==> src/rtl/fooladi_farbod_98243045_question1.sv <==
// Registered 4-variable logic cell.
// Computes F(a,b,c,d) = sum m(0,2,3,5,7,8,10,11,13,15) as a two-level AND-OR
// network on externally supplied literals. Also flags any literal pair whose
// true and complement inputs agree. Both results are registered, and out is
// forced low while the inconsistency flag is set.
module fooladi_farbod_98243045_question1 (
  input  logic clk,
  input  logic rst,
  output logic out,
  input  logic a,
  input  logic b,
  input  logic c,
  input  logic d,
  input  logic not_a,
  input  logic not_b,
  input  logic not_c,
  input  logic not_d,
  output logic err
);

  // Product terms of the minimal SOP. Only the port literals are used, so
  // there are no inverters on the data path.
  logic term_bd_n_s;   // not_b & not_d
  logic term_bd_s;     // b & d
  logic term_bc_s;     // not_b & c
  logic f_s;
  logic bad_s;

  logic out_d, out_q;
  logic err_d, err_q;

  assign term_bd_n_s = not_b & not_d;
  assign term_bd_s   = b & d;
  assign term_bc_s   = not_b & c;
  assign f_s         = term_bd_n_s | term_bd_s | term_bc_s;

  // A pair is inconsistent when its true and complement literals are equal.
  // Only this check uses a and not_a; F does not depend on a.
  assign bad_s = ~(a ^ not_a) | ~(b ^ not_b) | ~(c ^ not_c) | ~(d ^ not_d);

  // Next-state selection: report an error and force out low on bad literals.
  always_comb begin
    out_d = 1'b0;
    err_d = 1'b0;
    if (bad_s) begin
      out_d = 1'b0;
      err_d = 1'b1;
    end else begin
      out_d = f_s;
      err_d = 1'b0;
    end
  end

  // Output registers with synchronous active-high reset taking priority.
  always_ff @(posedge clk) begin
    if (rst) begin
      out_q <= 1'b0;
      err_q <= 1'b0;
    end else begin
      out_q <= out_d;
      err_q <= err_d;
    end
  end

  assign out = out_q;
  assign err = err_q;

endmodule

==> config.mk <==
export PLATFORM = sky130hd
export DESIGN_NAME = fooladi_farbod_98243045_question1
export DESIGN_NICKNAME = d
export VERILOG_FILES = /design/src/rtl/fooladi_farbod_98243045_question1.sv
export SDC_FILE = /design/constraint.sdc
export NUM_CORES = 1
export LEC_CHECK = 0
export ABC_CLOCK_PERIOD_IN_PS = 1400
export CAP_MARGIN = 25
export CORE_AREA = 10 10 47 49
export DETAILED_ROUTE_END_ITERATION = 8
export DIE_AREA = 0 0 57 59
export PLACE_DENSITY = 0.3
export SLEW_MARGIN = 20
export SYNTH_ARGS = -nofsm -noshare
export SYNTH_HDL_FRONTEND = slang
export SYNTH_SLANG_ARGS = --single-unit
export TNS_END_PERCENT = 5
==> constraint.sdc <==
create_clock -name clk -period 1.4 [get_ports clk]
set_clock_uncertainty 0.15 [all_clocks]
set_input_delay 0.14 -clock clk [delete_from_list [all_inputs] [get_ports clk]]
set_output_delay 0.14 -clock clk [all_outputs]
set_load 0.02 [all_outputs]
* Yosys cells after proc, flatten, opt, wreduce, memory -nomap -nowiden
Index checks and enable logic that the tools add are counted.
** Storage, ports and cells
- Bits in registers :: 2
- Input port bits :: 10
- Output and inout port bits :: 2
** Operators by class
- Mux-type cells :: 1
- Bitwise operators :: 16
- Reductions and logical operators :: 1
** Operators with widths (count)
- OR 1 bit :: 5
- inverter 1 bit :: 4
- bitwise XOR 1 bit :: 4
- AND 1 bit :: 3
- OR reduction 2 bit :: 1
- 2-to-1 mux 1 bit :: 1

* Depth between registers and ports, before layout
Gate-level depths: netlist of run 1.
- Word-level depth :: 6
- Mapped depth :: 3

* Worst setup path after synthesis of run 1
No wires, ideal clock.
- Path type :: in2reg
- Start point :: input a
- End point :: register err_q (netlist: err)
- Setup time :: 0.114 ns
- Data arrival time :: 0.525 ns
- Slack :: 0.611 ns
- Stages :: 3
- Cell sequence :: xor2_1 -> nand4_1 -> nor2b_1
** On the way
- Word-level cells in the longest chain between the ends :: 6
** Ends and longest elaborated chain
- from (decl) :: RTL line 10 : input logic a,
- bitwise XOR 1 bit :: RTL line 39 : assign bad_s = ~(a ^ not_a) | ~(b ^ not_b) | ~(c ^ not_c) | ~(d ^ not_d);
- inverter 1 bit :: RTL line 39
- OR 1 bit (3 in a row) :: RTL line 39
- 2-to-1 mux 1 bit :: RTL line 45 : if (bad_s) begin
- to (signal assigned) :: RTL line 61 : err_q <= err_d;
- to (decl) :: RTL line 30 : logic err_d, err_q;
Every way passes these cells.
A chain may end at the register's enable or synchronous reset.

* Final worst setup path of run 1
- Start point :: register out_q (netlist: out)
- End point :: output out
** RTL lines
- from (decl) :: RTL line 29 : logic out_d, out_q;
- from (signal assigned) :: RTL line 60 : out_q <= out_d;
- to (decl) :: RTL line 9 : output logic out,
No word-level cell between the ends.

==> impl_metrics.csv, run 1 <==
group,metric,value,unit
synthesis,syn_area,109,sq um
route,first_iter_violations,1,
route,via_per_inst,3.10,
sta,rsz0062_at_grt,"no",
route,wl,428,microns
cells_and_area,postLayoutCellArea,259,sq um
route,wl_per_cell,10.4,microns
sta,tightest_slew,228,ps
cells_and_area,layout_common_cells,"clkdlybuf4s50_1 (9), xor2_1 (4), clkbuf_4 (3)",
synthesis,ys_ff_latch,2,
critical_path,worst_ep_required_time,1110,ps
clock_tree,clkTransAtPathRegs,30,ps
sta,finalCriticalPeriod,1130,ps
synthesis,netlist_instances,11,
place,hpwlAfterDp,371,microns
sta,clock.fmax,887,MHz
critical_path,cpLargestDelayFamily,"buffers and inverters",
sta,fin_setup_tns,0,ps
worst_hold_path,whs_endpoint,"err$_SDFF_PP0_",
global_route,grt_max_degree,3,
critical_path,startpoint_type,"register",
place,gp_congestion,0.690,
synthesis,synth_xor_xnor_area_share,32.2,%
synthesis,ys_seq_area_share,36.8,%
sta,setup_violations,0,
sta,finalHoldViolCount,0,
global_route,grt_antenna_before_repair,0,
route,ant_nets,0,
clock_tree,htreeDepth,1,
place,numPortBuffers,11,
synthesis,muxShareOfSynthArea,0,%
clock_tree,cts_tree,"done",
worst_hold_path,min-delay-start,"rst",
critical_path,worst-setup-path-type,"reg -> out",
route,drc,0,
global_route,grt_use_met1,2.96,%
critical_path,cp-end-kind,"primary output",
clock_tree,ctsResizeCount,2,
clock_tree,root_buffer,"clkbuf_4",
floorplan,dieArea,3360,sq um
synthesis,synth.largest_area_cell,"dfxtp_1",
global_route,grt_overflow,0,
worst_hold_path,hold_depth,2,
sta,maxSlewViolCount,0,
floorplan,initial_utilization,7.77,%
synthesis,avgSynthCellArea,9.90,sq um
global_route,globalRouteMet2Util,2.17,%
place,placed_cells,38,
worst_hold_path,hold_path.class,"in -> reg",
global_route,grt-busiest-layer,"met3",
synthesis,synth_top_family_by_area,"XOR/XNOR gates",
cells_and_area,areaGrowthSynthToFinish,138,%
global_route,grt_usage,3.15,%
status,status,"finished clean",
global_route,met3_usage,4.72,%
cells_and_area,register_area,40.0,sq um
floorplan,fp-row-count,14,
synthesis,yosys.cell_types.count,7,
clock_tree,clock-sinks,2,
floorplan,die_y,59,microns
sta,finalCritPeriodShare,80.6,%
synthesis,syn_nets,21,
power,leakage,0.103,nW
synthesis,synth_top_area_share,36.8,%
synthesis,synth-simple-area-share,14.9,%
floorplan,io_pins,12,
cells_and_area,fin_util,18.5,%
clock_tree,cts_setup_buffers,0,
cells_and_area,nets,37,
sta,timing.slew.headroom,84.7,%
floorplan,die_w,57,microns
cells_and_area,multi_input_area,68.8,sq um
cells_and_area,fill_cells,166,
synthesis,ys_warn_count,0,
critical_path,slowest_stage,"dlygate4sd2_1",
clock_tree,clk_path_buf_depth,2,
synthesis,synth_compound_area_share,16.1,%
run,maxCapViolations,0,
critical_path,max_stage_delay,330,ps
critical_path,cp_cell_sequence,"dlygate4sd2_1",
cells_and_area,drive_above_1_share,16.0,%
cells_and_area,antenna_cells,0,
critical_path,crit_arrival,840,ps
critical_path,crit_buf_inv,1,
synthesis,synth_adder_area_share,0,%
cells_and_area,final_cells,41,
clock_tree,cts_buffers,3,
power,power.density,915,nW/um^2
route,vias,127,
power,irDropWorstVdd,0.153,mV
clock_tree,cts-hold-fix-buffers,0,
place,place_area,239,sq um
synthesis,ys_top_cells_by_area,"dfxtp_1 (37%), xor2_1 (32%), a211oi_2 (11%)",
cells_and_area,layout.cells.most_common,"clkdlybuf4s50_1",
critical_path,cp_max_fo,1,
floorplan,core,1400,sq um
route,drt-pass1-iter-count,2,
global_route,grt_pass1_vias,167,
global_route,grt_pass1_wl,669,microns
Yosys cell counts:
cell type	number
nand4_1	1
dfxtp_1	2
nand2_1	1
o21ai_0	1
a211oi_2	1
nor2b_1	1
xor2_1	4
state kept, by name, summed over array words and instances, names as in the netlist:
name and count:
err 1, out 1
per-layer routing:
metal  wire length (microns)  share of wire (%)
met5                       0                  0
met4                       0                  0
met3                     107                 25
met2                     119                 28
met1                     201                 47
how the worst max path moves through the flow:
stage	start	endpoint	slack [ps]	depth (start not counted)
2_1_floorplan	a	err$_SDFF_PP0_	610	3
3_3_place_gp	c	err$_SDFF_PP0_	60	4
3_5_place_dp	c	err$_SDFF_PP0_	50	4
4_1_cts	out$_SDFF_PP0_	out	250	1
5_1_grt	out$_SDFF_PP0_	out	210	1
6_report	out$_SDFF_PP0_	out	270	1
cells by family after synthesis:
kind of cell | after synthesis
simple gates | 3
xor+xnor | 4
compound gates | 2
flops | 2
metrics by stage:
step	setup slack (ps)	hold slack, ps	power [W]
floorplan	611	61.6	0.0000771
global placement	62.7	599	0.000113
detailed placement	48.5	584	0.000114
CTS	251	342	0.000249
global route	207	340	0.000264
finish	272	347	0.000237
power breakdown:
group	internal [W]	leakage, nW	switching (W)
clock network	0.0000945	0.0138	0.0000325
registers	0.0000602	0.0165	0.000000467
logic	0.0000316	0.0730	0.0000179
layout make-up:
| class | instances | share of cell area, % |
|---|---|---|
| repair buffers | 11 | 41.5 |
| multi-input cells | 9 | 26.6 |
| flip-flops and latches | 2 | 15.5 |
| clock buffers | 3 | 8.70 |
| well taps | 16 | 7.73 |
Power figures use the tool's default switching activity.
==> run 2, diff against run 1 <==
Settings changed: ABC_CLOCK_PERIOD_IN_PS 1400 to 1100.
Clock period 1.4 ns to 1.1 ns, I/O delays scaled along.
==> run 2 against run 1 <==
First-iteration DRC count shrank 100%. Cell count is the same. Count of clock-buffer cells in the layout stayed put. Critical path type unchanged.
==> impl_metrics.csv, run 2 (synthesis gave the netlist of run 1 again) <==
group,metric,value,unit
power,power.density,1100,nW/um^2
place,hpwlAfterDp,361,microns
cells_and_area,postLayoutCellArea,272,sq um
route,drc,0,
sta,rsz0062_at_grt,"no",
clock_tree,htreeDepth,1,
critical_path,crit_arrival,810,ps
route,vias,135,
critical_path,crit_buf_inv,1,
route,first_iter_violations,0,
global_route,grt_max_degree,3,
run,maxCapViolations,0,
critical_path,slowest_stage,"dfxtp_1",
sta,clock.fmax,934,MHz
global_route,grt_usage,3.27,%
sta,tightest_slew,224,ps
global_route,grt_antenna_before_repair,0,
clock_tree,cts_tree,"done",
sta,setup_violations,0,
clock_tree,cts-hold-fix-buffers,0,
floorplan,io_pins,12,
route,dr_wl_met3,112,microns
critical_path,cp_max_fo,1,
critical_path,worst_ep_required_time,840,ps
floorplan,dieArea,3360,sq um
route,wl,430,microns
cells_and_area,layout_common_cells,"dlymetal6s2s_1 (6), xor2_1 (4), clkbuf_4 (3), clkdlybuf4s50_1 (3), dfxtp_1 (2)",
sta,worst_slack,29.0,ps
clock_tree,cts_buffers,3,
sta,maxSlewViolCount,0,
sta,timing.slew.headroom,84.9,%
floorplan,fp-row-count,14,
floorplan,core,1400,sq um
critical_path,cpLargestDelayFamily,"flip-flops",
floorplan,die_y,59,microns
route,wl_met2,96,microns
sta,hold_ws,62.9,ps
power,irDropWorstVdd,0.275,mV
sta,finalCritPeriodShare,97.4,%
cells_and_area,layout.cells.most_common,"dlymetal6s2s_1",
route,wl_met1,221,microns
route,drt-pass1-iter-count,1,
cells_and_area,nets,37,
clock_tree,cts_setup_buffers,0,
clock_tree,clkTransAtPathRegs,30,ps
place,numPortBuffers,11,
place,pre_cts_slack,-221,ps
worst_hold_path,hold_path.class,"in -> reg",
route,top_layer_used,"met3",
critical_path,startpoint_type,"register",
power,leakage,0.153,nW
floorplan,die_w,57,microns
route,via_per_inst,3.29,
clock_tree,root_buffer,"clkbuf_4",
route,ant_nets,0,
global_route,grt_pass1_wl,696,microns
cells_and_area,fill_cells,166,
critical_path,cp_cell_sequence,"clkdlybuf4s15_1",
clock_tree,clk_path_buf_depth,2,
status,status,"finished clean",
clock_tree,clock-sinks,2,
place,place_area,239,sq um
route,wl_per_cell,10.5,microns
critical_path,worst-setup-path-type,"reg -> out",
cells_and_area,drive_above_1_share,20.0,%
critical_path,cp-end-kind,"primary output",
critical_path,max_stage_delay,290,ps
cells_and_area,areaGrowthSynthToFinish,149,%
global_route,grt_pass1_vias,158,
place,gp_congestion,0.707,
floorplan,initial_utilization,7.77,%
sta,finalCriticalPeriod,1070,ps
cells_and_area,fin_util,19.4,%
global_route,grt_overflow,0,
cells_and_area,antenna_cells,0,
sta,finalHoldViolCount,0,
==> run 2: cell types whose count changed in the layout (fill, tap and decap cells not counted) <==
cell | before | now
clkbuf_2 | 0 | 1
clkdlybuf4s15_1 | 0 | 1
clkdlybuf4s50_1 | 9 | 3
dlygate4sd2_1 | 2 | 0
dlymetal6s2s_1 | 0 | 6
==> run 2: layer usage <==
| metal | track usage [%] | vias to the layer above |
|---|---|---|
| met3 | 6.22 | 0 |
| met1 | 3.41 | 55 |
| met5 | 0 | - |
| li1 | - | 66 |
| met4 | 2.01 | 0 |
| met2 | 1.86 | 14 |
==> run 2: path summary, 6_finish.rpt <==
kind                      startpoint             end  cells after the start
worst min-delay path               b  out$_SDFF_PP0_                      3
worst max-delay path  out$_SDFF_PP0_             out                      1
==> run 2: repair_timing <==
item,CTS,global route
endpoints found under the setup margin,2,3
gates resized for setup,4,7
pin swaps,0,3
==> run 2: final cells by class <==
| type | instances | area, sq um | share of cell area [%] |
|---|---|---|---|
| Tap cell | 16 | 20.0 | 7.37 |
| Timing Repair Buffer | 11 | 120 | 44.2 |
| Sequential cell | 2 | 40.0 | 14.7 |
| Clock buffer | 3 | 22.5 | 8.29 |
| Multi-Input combinational cell | 9 | 68.8 | 25.3 |
==> run 2: through the flow <==
step | power, W | std cells | TNS [ps]
floorplan | 0.0000981 | 11 | 0
global placement | 0.000145 | 38 | -519
detailed placement | 0.000145 | 38 | -513
CTS | 0.000316 | 41 | 0
global route | 0.000327 | 41 | 0
finish | 0.000298 | 41 | 0
==> run 2: report_power, final <==
| group | internal, W | total, W | switching, W |
|---|---|---|---|
| Clock | 0.000120 | 0.000162 | 0.0000415 |
| Combinational | 0.0000362 | 0.0000591 | 0.0000229 |
| Sequential | 0.0000766 | 0.0000773 | 0.000000724 |
| Total | 0.000233 | 0.000298 | 0.0000652 |
